File: src/rtl/seven_seg_scan_decoder.sv
// seven_seg_scan_decoder
// Receive side of the multiplexed seven-segment display path. The block samples
// the scanned anode/cathode lines and waits until a digit slot has been steady
// long enough to be free of ghosting. It then decodes the segment pattern back
// to BCD and assembles the eight slots into a frame.
// Optional feature macro: SSEG_DP_CAPTURE_EN. When it is defined, the decimal
// points are captured and reported on dpOut. When it is not defined, the dp
// line is ignored and dpOut reads 8'h00.
module seven_seg_scan_decoder #(
    parameter int STABLE_CYCLES  = 16,
    parameter int TIMEOUT_CYCLES = 1000000
) (
    input  logic        clkIn,
    input  logic        rstIn,
    input  logic [7:0]  aSegIn,
    input  logic [7:0]  cSegIn,
    output logic [31:0] digitsOut,
    output logic [7:0]  dpOut,
    output logic        frameValidOut,
    output logic        patternErrOut,
    output logic        staleOut
);

    localparam int STABLE_W = $clog2(STABLE_CYCLES) + 1;
    localparam int IDLE_W   = $clog2(TIMEOUT_CYCLES) + 1;
    localparam logic [STABLE_W-1:0] STABLE_MAX = STABLE_W'(STABLE_CYCLES);
    localparam logic [STABLE_W-1:0] STABLE_ONE = STABLE_W'(1);
    localparam logic [IDLE_W-1:0]   IDLE_MAX   = IDLE_W'(TIMEOUT_CYCLES);

`ifdef SSEG_DP_CAPTURE_EN
    localparam int C_W = 8;
`else
    localparam int C_W = 7;
`endif

    typedef enum logic [1:0] {
        SEARCH = 2'd0,
        SETTLE = 2'd1,
        HOLD   = 2'd2
    } scanState_t;

    scanState_t         state;
    logic [STABLE_W-1:0] stableCnt;
    logic [IDLE_W-1:0]   idleCnt;

    logic [7:0]     aReg;
    logic [C_W-1:0] cReg;
    logic [7:0]     aPrev;
    logic [C_W-1:0] cPrev;

    logic [3:0] zeroCount;
    logic [2:0] slotIdx;
    logic       validSlot;
    logic [6:0] segOn;
    logic [3:0] decodedDigit;
    logic       decodeErr;
    logic       sameSample;
    logic       aChanged;
    logic       captureNow;

    logic [7:0]       bitmap;
    logic [7:0]       mergedBitmap;
    logic             errFlag;
    logic [7:0][3:0]  shadowDigits;
    logic [7:0][3:0]  mergedDigits;

`ifdef SSEG_DP_CAPTURE_EN
    logic [7:0] shadowDp;
    logic [7:0] mergedDp;
`else
    logic unusedDp;
    assign unusedDp = cSegIn[7];
    assign dpOut    = 8'h00;
`endif

    // Register the scanned lines once, and keep the previous sample for change detection
    always_ff @(posedge clkIn or negedge rstIn) begin
        if (!rstIn) begin
            aReg  <= 8'hFF;
            cReg  <= '1;
            aPrev <= 8'hFF;
            cPrev <= '1;
        end else begin
            aReg  <= aSegIn;
            cReg  <= cSegIn[C_W-1:0];
            aPrev <= aReg;
            cPrev <= cReg;
        end
    end

    // A slot is valid only when exactly one anode is low; its position is the slot index
    always_comb begin
        zeroCount = 4'd0;
        slotIdx   = 3'd0;
        for (int i = 0; i < 8; i++) begin
            if (!aReg[i]) begin
                zeroCount = zeroCount + 4'd1;
                slotIdx   = 3'(i);
            end
        end
        validSlot = (zeroCount == 4'd1);
    end

    // Map the lit segments {g,f,e,d,c,b,a} back to BCD; anything else is undecodable
    always_comb begin
        segOn        = ~cReg[6:0];
        decodedDigit = 4'hF;
        decodeErr    = 1'b0;
        case (segOn)
            7'h3F:   decodedDigit = 4'd0;
            7'h06:   decodedDigit = 4'd1;
            7'h5B:   decodedDigit = 4'd2;
            7'h4F:   decodedDigit = 4'd3;
            7'h66:   decodedDigit = 4'd4;
            7'h6D:   decodedDigit = 4'd5;
            7'h7D:   decodedDigit = 4'd6;
            7'h07:   decodedDigit = 4'd7;
            7'h7F:   decodedDigit = 4'd8;
            7'h6F:   decodedDigit = 4'd9;
            default: begin
                decodedDigit = 4'hF;
                decodeErr    = 1'b1;
            end
        endcase
    end

    // A capture happens on the edge where the run of identical samples reaches STABLE_CYCLES
    always_comb begin
        sameSample = (aReg == aPrev) && (cReg == cPrev);
        aChanged   = (aReg != aPrev);
        captureNow = (state == SETTLE) && sameSample && (stableCnt == STABLE_MAX - STABLE_ONE);
    end

    // Merge the digit being captured into the shadows so a completing frame carries it
    always_comb begin
        mergedBitmap          = bitmap | (8'h01 << slotIdx);
        mergedDigits          = shadowDigits;
        mergedDigits[slotIdx] = decodedDigit;
`ifdef SSEG_DP_CAPTURE_EN
        mergedDp              = shadowDp;
        mergedDp[slotIdx]     = ~cReg[7];
`endif
    end

    // Scan tracking FSM: find a driven slot, wait for it to settle, then hold until the anodes move
    always_ff @(posedge clkIn or negedge rstIn) begin
        if (!rstIn) begin
            state     <= SEARCH;
            stableCnt <= '0;
        end else begin
            case (state)
                SEARCH: begin
                    if (validSlot) begin
                        stableCnt <= STABLE_ONE;
                        state     <= SETTLE;
                    end
                end
                SETTLE: begin
                    if (sameSample) begin
                        if (stableCnt == STABLE_MAX - STABLE_ONE) begin
                            stableCnt <= STABLE_MAX;
                            state     <= HOLD;
                        end else if (stableCnt != STABLE_MAX) begin
                            stableCnt <= stableCnt + STABLE_ONE;
                        end
                    end else if (validSlot) begin
                        stableCnt <= STABLE_ONE;
                    end else begin
                        state <= SEARCH;
                    end
                end
                HOLD: begin
                    if (aChanged) begin
                        state <= SEARCH;
                    end
                end
                default: begin
                    state     <= SEARCH;
                    stableCnt <= '0;
                end
            endcase
        end
    end

    // Capture into the shadows, publish a finished frame, and discard partial frames on timeout
    always_ff @(posedge clkIn or negedge rstIn) begin
        if (!rstIn) begin
            digitsOut     <= 32'h0;
            frameValidOut <= 1'b0;
            patternErrOut <= 1'b0;
            staleOut      <= 1'b0;
            bitmap        <= 8'h00;
            errFlag       <= 1'b0;
            shadowDigits  <= '0;
            idleCnt       <= '0;
`ifdef SSEG_DP_CAPTURE_EN
            shadowDp      <= 8'h00;
            dpOut         <= 8'h00;
`endif
        end else begin
            frameValidOut <= 1'b0;
            if (captureNow) begin
                idleCnt               <= '0;
                staleOut              <= 1'b0;
                shadowDigits[slotIdx] <= decodedDigit;
`ifdef SSEG_DP_CAPTURE_EN
                shadowDp[slotIdx]     <= ~cReg[7];
`endif
                if (mergedBitmap == 8'hFF) begin
                    digitsOut     <= mergedDigits;
`ifdef SSEG_DP_CAPTURE_EN
                    dpOut         <= mergedDp;
`endif
                    patternErrOut <= errFlag | decodeErr;
                    frameValidOut <= 1'b1;
                    bitmap        <= 8'h00;
                    errFlag       <= 1'b0;
                end else begin
                    bitmap  <= mergedBitmap;
                    errFlag <= errFlag | decodeErr;
                end
            end else if (idleCnt == IDLE_MAX - IDLE_W'(1)) begin
                idleCnt  <= IDLE_MAX;
                staleOut <= 1'b1;
                bitmap   <= 8'h00;
                errFlag  <= 1'b0;
            end else if (idleCnt != IDLE_MAX) begin
                idleCnt <= idleCnt + IDLE_W'(1);
            end
        end
    end

endmodule
File: config.mk
export PLATFORM = sky130hd
export DESIGN_NAME = seven_seg_scan_decoder
export DESIGN_NICKNAME = d
export VERILOG_FILES = /design/src/rtl/seven_seg_scan_decoder.sv
export SDC_FILE = /design/constraint.sdc
export NUM_CORES = 1
export LEC_CHECK = 0
export CELL_PAD_IN_SITES_DETAIL_PLACEMENT = 0
export CELL_PAD_IN_SITES_GLOBAL_PLACEMENT = 2
export CORE_AREA = 2 2 163 165
export DETAILED_ROUTE_END_ITERATION = 12
export DIE_AREA = 0 0 165 167
export PLACE_DENSITY = 0.59
export SYNTH_ARGS = -nofsm -noshare
export SYNTH_HDL_FRONTEND = slang
export SYNTH_SLANG_ARGS = --single-unit
File: constraint.sdc
create_clock -name clkIn -period 8.5 [get_ports clkIn]
set_clock_uncertainty 0.2 [all_clocks]
set_input_delay 0.85 -clock clkIn [delete_from_list [all_inputs] [get_ports clkIn]]
set_output_delay 0.85 -clock clkIn [all_outputs]
set_load 0.05 [all_outputs]
After elaboration in Yosys (flattened, before gate mapping)
Index checks and enable logic that the tools add are counted.
- register bits: 134
- output and inout port bits: 43
- add/subtract/negate cells: 9
- $lt $le $gt $ge: 2
- equality and inequality tests: 26
- shift-type cells: 1
- muxes and demuxes: 44
- bitwise logic cells: 4
- reduce and logical (&&, ||, !) cells: 11
- operators by type and width (cell ; count):
    2-to-1 mux 21 bit ; 3
    == test 7 bit (second input constant) ; 7
    case mux 4 bit (10 select lines) ; 1
    bitwise mux 32 bit ; 1
    2-to-1 mux 4 bit ; 8
    adder 4 x 1 -> 4 bit (second input constant) ; 7
    2-to-1 mux 8 bit ; 3
    adder 21 x 1 -> 21 bit (second input constant) ; 1
    == test 21 x 20 -> 1 bit (second input constant) ; 1
    inequality test 21 x 20 -> 1 bit (second input constant) ; 1
    2-to-1 mux 5 bit ; 4
    2-to-1 mux 3 bit ; 6
    case mux 5 bit (3 select lines) ; 1
    == test 7 x 3 -> 1 bit (second input constant) ; 2
    demux 4 bit (select 3 bit) ; 1
    2-to-1 mux 1 bit ; 10
    2-to-1 mux 2 bit ; 5
    OR reduction 10 bit ; 1
    == test 8 bit ; 1
    == test 8 bit (second input constant) ; 1
    inequality test 8 bit ; 1
    bitwise OR 8 bit ; 1
    left shift 1 x 3 -> 8 bit (first input constant) ; 1
    == test 7 x 6 -> 1 bit (second input constant) ; 1
    other kinds (23) ; 28

Longest topological paths before layout
Gate-level depths: netlist (run 1).
- depth in word-level cells: 19
- mapped depth: 23
- depth with buffers taken out: 23

Worst setup path after synthesis (run 1)
OpenSTA, ideal clock, no wires.
- path type: reg2reg
- start: register aReg[1]
- end: register stableCnt[4]
- library setup time: 125 ps
- arrival time: 4453 ps
- path slack: 3723 ps
- stages on the path, launching flop included: 20
- path buffers: 0
- period minus slack after synthesis: 4777 ps
- cells stage by stage: dfstp_2 -> inv_1 -> ha_1 -> xor3_2 -> ha_1 -> mux2_2 -> ha_1 -> inv_1 -> o21ai_0 -> a31oi_1 -> inv_1 -> ha_1 -> nor2_1 -> a21oi_1 -> ha_1 -> xnor3_1 -> or4_4 -> a21oi_2 -> o21a_2 -> o22ai_1
- longest elaborated chain between the ends: 17
- elaborated cells on any way between the ends: 21
- those cells by class: 6 x add/sub; 3 x eq/ne; 10 x mux; 2 x reduce/logical
- RTL lines (item ; line ; RTL):
    start, declared ; 46 ; logic [7:0] aReg;
    start signal, assigned ; 84 ; aReg <= aSegIn;
    2-to-1 mux 4 bit ; 96 ; if (!aReg[i]) begin
    adder 4 x 1 -> 4 bit ; 97 ; zeroCount = zeroCount + 4'd1;
    2-to-1 mux 4 bit ; 96 ;
    adder 4 x 1 -> 4 bit ; 97 ;
    2-to-1 mux 4 bit ; 96 ;
    adder 4 x 1 -> 4 bit ; 97 ;
    2-to-1 mux 4 bit ; 96 ;
    adder 4 x 1 -> 4 bit ; 97 ;
    2-to-1 mux 4 bit ; 96 ;
    adder 4 x 1 -> 4 bit ; 97 ;
    2-to-1 mux 4 bit ; 96 ;
    adder 4 x 1 -> 4 bit ; 97 ;
    2-to-1 mux 4 bit ; 96 ;
    == test 4 x 1 -> 1 bit ; 101 ; validSlot = (zeroCount == 4'd1);
    2-to-1 mux 5 bit ; -- ;
    2-to-1 mux 5 bit ; 159 ; if (sameSample) begin
    case mux 5 bit (3 select lines) ; 151 ; case (state)
    end signal, assigned ; 164 ; stableCnt <= stableCnt + STABLE_ONE;
    end, declared ; 43 ; logic [STABLE_W-1:0] stableCnt;
Several ways; a longest one is shown, not always the timed one.
A chain may end at the register's enable or synchronous reset.

Worst setup path in the final report (run 1)
- start: register aReg[0]
- end: register stableCnt[4]
- longest elaborated chain between the ends: 19
- elaborated cells on any way between the ends: 23
- those cells by class: 7 x add/sub; 3 x eq/ne; 11 x mux; 2 x reduce/logical
- RTL lines (item ; line):
    2-to-1 mux 1 bit ; 96
    adder 4 x 1 -> 4 bit ; 97
    2-to-1 mux 4 bit ; 96
    adder 4 x 1 -> 4 bit ; 97
    2-to-1 mux 4 bit ; 96
    adder 4 x 1 -> 4 bit ; 97
    2-to-1 mux 4 bit ; 96
    adder 4 x 1 -> 4 bit ; 97
    (+3 left out) ; --
    adder 4 x 1 -> 4 bit ; 97
    2-to-1 mux 4 bit ; 96
    adder 4 x 1 -> 4 bit ; 97
    2-to-1 mux 4 bit ; 96
    == test 4 x 1 -> 1 bit ; 101
    2-to-1 mux 5 bit ; --
    2-to-1 mux 5 bit ; 159
    case mux 5 bit (3 select lines) ; 151
Several ways; a longest one is shown, not always the timed one.

==> metrics.txt, run 1 <==
total wire length=15.30 mm; RSZ-0062 raised after global routing=no; Post-CTS Setup Inserts=0; Setup crit start kind=flop; Fill cells=2633; Worst-Margin Slew=1.005 ns; clock buffer depth=2; Crit Path Class=reg -> reg; vias post-DR=4578; Die X=165 um; most frequent cells in the layout=106 x nand2_1, 104 x dfrtp_1, 82 x o21ai_0; vias per cell=4.419; Synth warnings=0; clock-pin transition on the worst setup and hold timing paths=0.06 ns; R2R cell count=22; Worst-Skew Late Latency=0.42 ns; Reg-to-Reg Start=aReg[0]; Cell variety after synth=65; Synth async-reset ratio=100.0%; Cell Pwr Density=202.5 nW/um2; setup TNS=0 ns; syn avg cell area=9.866 um2; post-synthesis register bit count=134; status=completed; Post-CTS Hold Buffers=0; compound-cell area share of the yosys netlist=13.76%; Worst Min Path Start=aReg[0]; P&R area growth vs syn=21.88%; pin count of the biggest net entering global routing=70; Pleak=3.227 nW; Post-synth EDFFs=0; DRT iter0 DRCs=183; HPWL Detailed=10.15 mm; antenna viol nets, final=0; io pins=61; DRC viols=0; initial antenna violation count=0; Mapped Area=6364 um2; TritonCTS clock tree=built; Fin. Hold Viols=0; GR Overflow Total=0; # port buffers=51; diode count=0; Post-Synth Adder-Cell Area=2.359%; f_max=191.9 MHz; Worst Path Max Fanout=5; r2r endpoint=stableCnt[4]; core area=25760 um2; TritonCTS Buffers=17; routability cong.=0.7528; FP Rows=59; first-pass GRT wire length=25.03 mm; part of the cycle the worst path needs=61.32%; R2R Setup Slk=3.29 ns; pre-CTS setup slack=3.261 ns; max_cap viols=0; CP endpoint=stableCnt[4]; largest family of logic cells by synthesized area=simple AND/OR/NAND/NOR gates; final net count=718; VDD IR-drop max=0.00009474 V; simple logic cell fraction of the synthesized area=17.77%; Worst EP required=8.60 ns; crit path capture type=flop; slack of the critical path=3.288 ns; DRT Pass-1 Iters=6; Seq/Total Area, Yosys=53.28%; Starting Density=24.70%; Gate Count Post-Synth=645; beginning of the critical path=aReg[0]; Resized Gates After CTS=0; Wirelength per Cell=14.77 um; H-tree level count=4; worst hold path type=reg -> reg; mux share of post-synthesis cell area=1.121%; Total GRT Usage=11.83%; CP Data Arrival Time=5.31 ns; Slew Limit Fails=0; Main synth FF type=dfrtp_1; die height=167 um; Max-slew headroom=32.56%; clock sinks=134; total die area=27560 um2; layout cells sized above 1=11.41%; fin crit period=5.212 ns; commonest non-fill, non-tap cell in the layout=nand2_1; vias in the first global route=4753; Post-Synth XOR/XNOR Area=7.452%; Setup Viol. Count Final=0; Root Buffer=clkbuf_16
-- critical path: stages (launching register included) --
cell and delay, ns:
dfstp_2 0.57, inv_1 0.05, ha_1 0.35, xnor2_1 0.15, ha_1 0.27, nand2b_1 0.07, o31ai_1 0.13, ha_1 0.35
mux2_2 0.27, ha_1 0.26, inv_1 0.05, o21ai_0 0.07, a31oi_1 0.30, inv_1 0.08, ha_1 0.30, nor2_1 0.05
a21oi_1 0.15, ha_1 0.17, xnor3_1 0.38, or4_4 0.42, a21oi_2 0.18, o21a_2 0.19, o22ai_1 0.09
-- sequential cells by signal (all words and copies together) (netlist names) --
name,cells
aReg,8
shadowDigits,32
cReg,7
idleCnt,21
state,2
patternErrOut,1
frameValidOut,1
staleOut,1
digitsOut,32
errFlag,1
aPrev,8
cPrev,7
stableCnt,5
bitmap,8
-- synth_stat cells (3+ instances only) --
library cell / n / share of area [%]
nand2b_1: 5 / 0.49
o21ai_1: 5 / 0.39
nand3_1: 9 / 0.71
nor2_1: 54 / 3.2
and2_1: 4 / 0.39
o21ai_0: 82 / 6.4
buf_4: 8 / 0.94
nor4_1: 8 / 0.79
ha_1: 12 / 2.4
xor2_1: 28 / 3.9
nor4b_1: 3 / 0.41
a21oi_1: 25 / 2.0
clkbuf_1: 19 / 1.1
a22o_1: 7 / 0.96
buf_2: 9 / 0.71
xnor2_1: 15 / 2.1
and3_1: 6 / 0.59
dfstp_2: 30 / 12
a32o_1: 4 / 0.63
a21o_1: 3 / 0.35
mux2i_1: 6 / 0.94
dfrtp_1: 104 / 41
nand3b_1: 3 / 0.35
nand2_1: 106 / 6.3
nor3_1: 10 / 0.79
inv_1: 17 / 1.0
nor2b_1: 9 / 0.88
o21a_1: 4 / 0.47
nand4_1: 6 / 0.59
-- worst min-delay path by stage --
stage               endpoint  slack (ns)  depth (start not counted)
finish              aPrev[0]        0.20                          0
floorplan           cPrev[0]        0.15                          0
global placement    aPrev[0]        0.19                          0
CTS                 aPrev[1]        0.20                          0
detailed placement  aPrev[1]        0.19                          0
global route        aPrev[0]        0.21                          0
-- routing by layer --
metal  track usage [%]  part of all wire [%]  vias to the layer above
met4             3.894                   1.3                        0
met2             19.51                    48                       49
met3             2.715                   2.4                       10
met5                 0                     0                        -
li1                  -                     -                     2267
met1             15.22                    48                     2252
-- through the flow --
step	total power [W]	std cells	cell area, um2	hold slack (ns)	utilization [%]
6_report	0.001571	1036	7756	0.1982	30.11
5_1_grt	0.001642	1036	7756	0.2077	30.11
4_1_cts	0.001596	1035	7749	0.2006	30.08
3_5_place_dp	0.0008303	1003	7157	0.1911	27.78
3_3_place_gp	0.0008246	1003	7157	0.1886	27.78
2_1_floorplan	0.0007875	652	6390	0.1533	-
-- power by group --
part / switching, W / internal, W
Combinational: 0.0000784 / 0.0000669
Clock: 0.000279 / 0.000474
Sequential: 0.0000161 / 0.000656
-- cell type report --
| cell class | instances | area (um2) | area share (%) |
|---|---|---|---|
| tap | 335 | 419.2 | 5.404 |
| timing repair buffer | 56 | 549.3 | 7.082 |
| clock inverter | 10 | 127.6 | 1.645 |
| inverter | 17 | 63.81 | 0.8227 |
| multi-input combinational | 462 | 2741 | 35.34 |
| sequential | 134 | 3391 | 43.72 |
| clock buffer | 22 | 464.2 | 5.985 |
-- kinds of logic (layout without fill, tap and decap cells) --
family                   after synthesis  count (layout)
XOR/XNOR                              47              47
buffers and inverters                 56             105
flip-flops                           134             134
other                                  1               8
AO/OA/AOI/OAI                        149             149
multiplexers                           7               7
adder cells (fa/ha/maj)               12              12
AND/OR/NAND/NOR                      239             239
Note: power is estimated with default switching activity, not from simulation.
==> run 2, diff against run 1 <==
--- a/config.mk
+++ b/config.mk
@@ -10,7 +10,7 @@
 export CORE_AREA = 2 2 163 165
 export DETAILED_ROUTE_END_ITERATION = 12
 export DIE_AREA = 0 0 165 167
-export PLACE_DENSITY = 0.59
+export PLACE_DENSITY = 0.61
 export SYNTH_ARGS = -nofsm -noshare
 export SYNTH_HDL_FRONTEND = slang
 export SYNTH_SLANG_ARGS = --single-unit
==> constraint.sdc (replaced) <==
create_clock -name clkIn -period 4.3 [get_ports clkIn]
set_clock_uncertainty 0.2 [all_clocks]
set_input_delay 0.43 -clock clkIn [delete_from_list [all_inputs] [get_ports clkIn]]
set_output_delay 0.43 -clock clkIn [all_outputs]
set_load 0.05 [all_outputs]
==> run 2 against run 1 <==
Against the previous run:
- the run now ends with hold timing, setup timing left
- fmax is 14% higher
- sequential share of layout area is 1.5 points lower
- non-clock buffer count grew 18
- routed wire length rose by 0.22%
- combinational power rose by 140%
- total power rose by 100%
- largest power group unchanged
- global-route usage about the same
==> metrics.txt, run 2 (synthesis gave the netlist of run 1 again) <==
status=finished with violations; failing checks=hold timing, setup timing; FP Rows=59; Fill cells=2641; Setup crit start kind=flop; Post-CTS Hold Buffers=0; core area=25760 um2; slack of the critical path=-0.2532 ns; vias per cell=4.382; Slew Limit Fails=0; clock buffer depth=2; Starting Density=24.70%; TritonCTS Buffers=17; io pins=61; worst hold path type=in -> async; Crit Path Class=reg -> reg; Reg area=3391 um2; # port buffers=51; layout cells sized above 1=15.86%; fin area=8035 um2; total die area=27560 um2; footprint of the multi-input gates=2850 um2; Worst EP required=4.39 ns; DRT iter0 DRCs=177; routability cong.=0.7549; Total GRT Usage=11.87%; hold slack=-0.01541 ns; max_cap viols=0; Setup Viol. Count Final=6; Cell Pwr Density=397.6 nW/um2; initial antenna violation count=0; Fin. Hold Viols=8; DRT Pass-1 Iters=4; pin count of the biggest net entering global routing=112; most frequent cells in the layout=106 x nand2_1, 104 x dfrtp_1, 81 x o21ai_0; fin util=31.19%; commonest non-fill, non-tap cell in the layout=nand2_1; H-tree level count=4; Worst-Skew Late Latency=0.41 ns; HPWL Detailed=10.45 mm; vias post-DR=4619; die height=167 um; biggest regs=digitsOut (32), shadowDigits (32), idleCnt (21); crit path capture type=flop; Wirelength per Cell=14.55 um; setup TNS=-1.271 ns; placed cell areas=7346 um2; f_max=219.6 MHz; Pleak=3.346 nW; TritonCTS clock tree=built; CP Data Arrival Time=4.64 ns; antenna viol nets, final=0; part of the cycle the worst path needs=105.9%; P&R area growth vs syn=26.27%; diode count=0; GR Overflow Total=0; Die X=165 um; DRC viols=0; RSZ-0062 raised after global routing=yes; first-pass GRT wire length=25.30 mm; clock-pin transition on the worst setup and hold timing paths=0.06 ns; fin crit period=4.553 ns; final net count=736; vias in the first global route=4781; total wire length=15.33 mm; clock sinks=134; Worst Path Max Fanout=4; VDD IR-drop max=0.0002704 V; Max-slew headroom=31.64%; Worst-Margin Slew=1.025 ns; Root Buffer=clkbuf_16
run 2: changes by cell type in the layout (fill, tap and decap cells not counted), moves of 3 or more:
| cell | delta |
|---|---|
| inv_1 | -3 |
| ha_1 | -5 |
| inv_2 | +3 |
| clkinv_4 | +3 |
| buf_4 | +18 |
| clkinv_2 | -6 |
| clkbuf_16 | +3 |
| ha_4 | +4 |
run 2: final timing paths:
path | cells past startpoint | to | startpoint | slack [ns]
worst max-delay path | 22 | stableCnt[2] | aReg[1] | -0.25
worst min-delay path | 1 | digitsOut[24] | rstIn | -0.02
worst max register to register | 22 | stableCnt[2] | aReg[1] | -0.25
worst min register to register | 0 | cPrev[3] | cReg[3] | 0.22
max in group asynchronous | 2 | cReg[2] | rstIn | 2.93
min in group clkIn | 0 | cPrev[3] | cReg[3] | 0.22
run 2: repair_timing:
item,in CTS,in global routing
pin swaps,4,0
setup endpoints to repair,6,6
resized for setup,1,8
buffers inserted,0,0
run 2: layer usage:
layer  vias up  share of wire [%]  global-route usage (%)
li1       2301                  -                       -
met1      2259                 48                   15.46
met2        50                 49                   19.64
met3         9                2.5                   2.939
met4         0               0.78                   3.062
met5         -                  0                       0
run 2: worst max-delay path: stages (launching register included):
cell      delay (ns)
dfstp_2         0.55
inv_2           0.05
ha_4            0.24
xnor2_2         0.12
ha_1            0.28
nand2b_1        0.13
o31ai_4         0.11
ha_4            0.22
mux2_4          0.28
ha_4            0.21
inv_2           0.04
o21ai_1         0.04
a31oi_1         0.19
inv_1           0.10
ha_4            0.28
nor2_2          0.04
a21oi_2         0.11
ha_2            0.17
xnor3_1         0.20
or4_4           0.44
a21oi_4         0.17
o21a_4          0.17
o21ai_1         0.08
run 2: cell type report:
| class | instances | share of cell area, % |
|---|---|---|
| clock buffers | 25 | 6.836 |
| clock inverters | 7 | 0.9654 |
| inverters | 17 | 0.7941 |
| multi-input cells | 462 | 35.47 |
| well taps | 335 | 5.216 |
| flip-flops and latches | 134 | 42.20 |
| repair buffers | 74 | 8.518 |
run 2: power by group:
part / switching, W / internal (W)
sequential: 0.0000320 / 0.00130
combinational: 0.000180 / 0.000171
clock: 0.000562 / 0.000953
total: 0.000774 / 0.00242
run 2: stage by stage:
step           power (W)  instances  setup slack (ns)
4_1_cts         0.003230       1054           -0.3330
3_3_place_gp    0.001666       1022           -0.3109
3_5_place_dp    0.001678       1022           -0.3967
2_1_floorplan   0.001567        652           -0.2757
5_1_grt         0.003341       1054           -0.5030
6_report        0.003195       1054           -0.2532
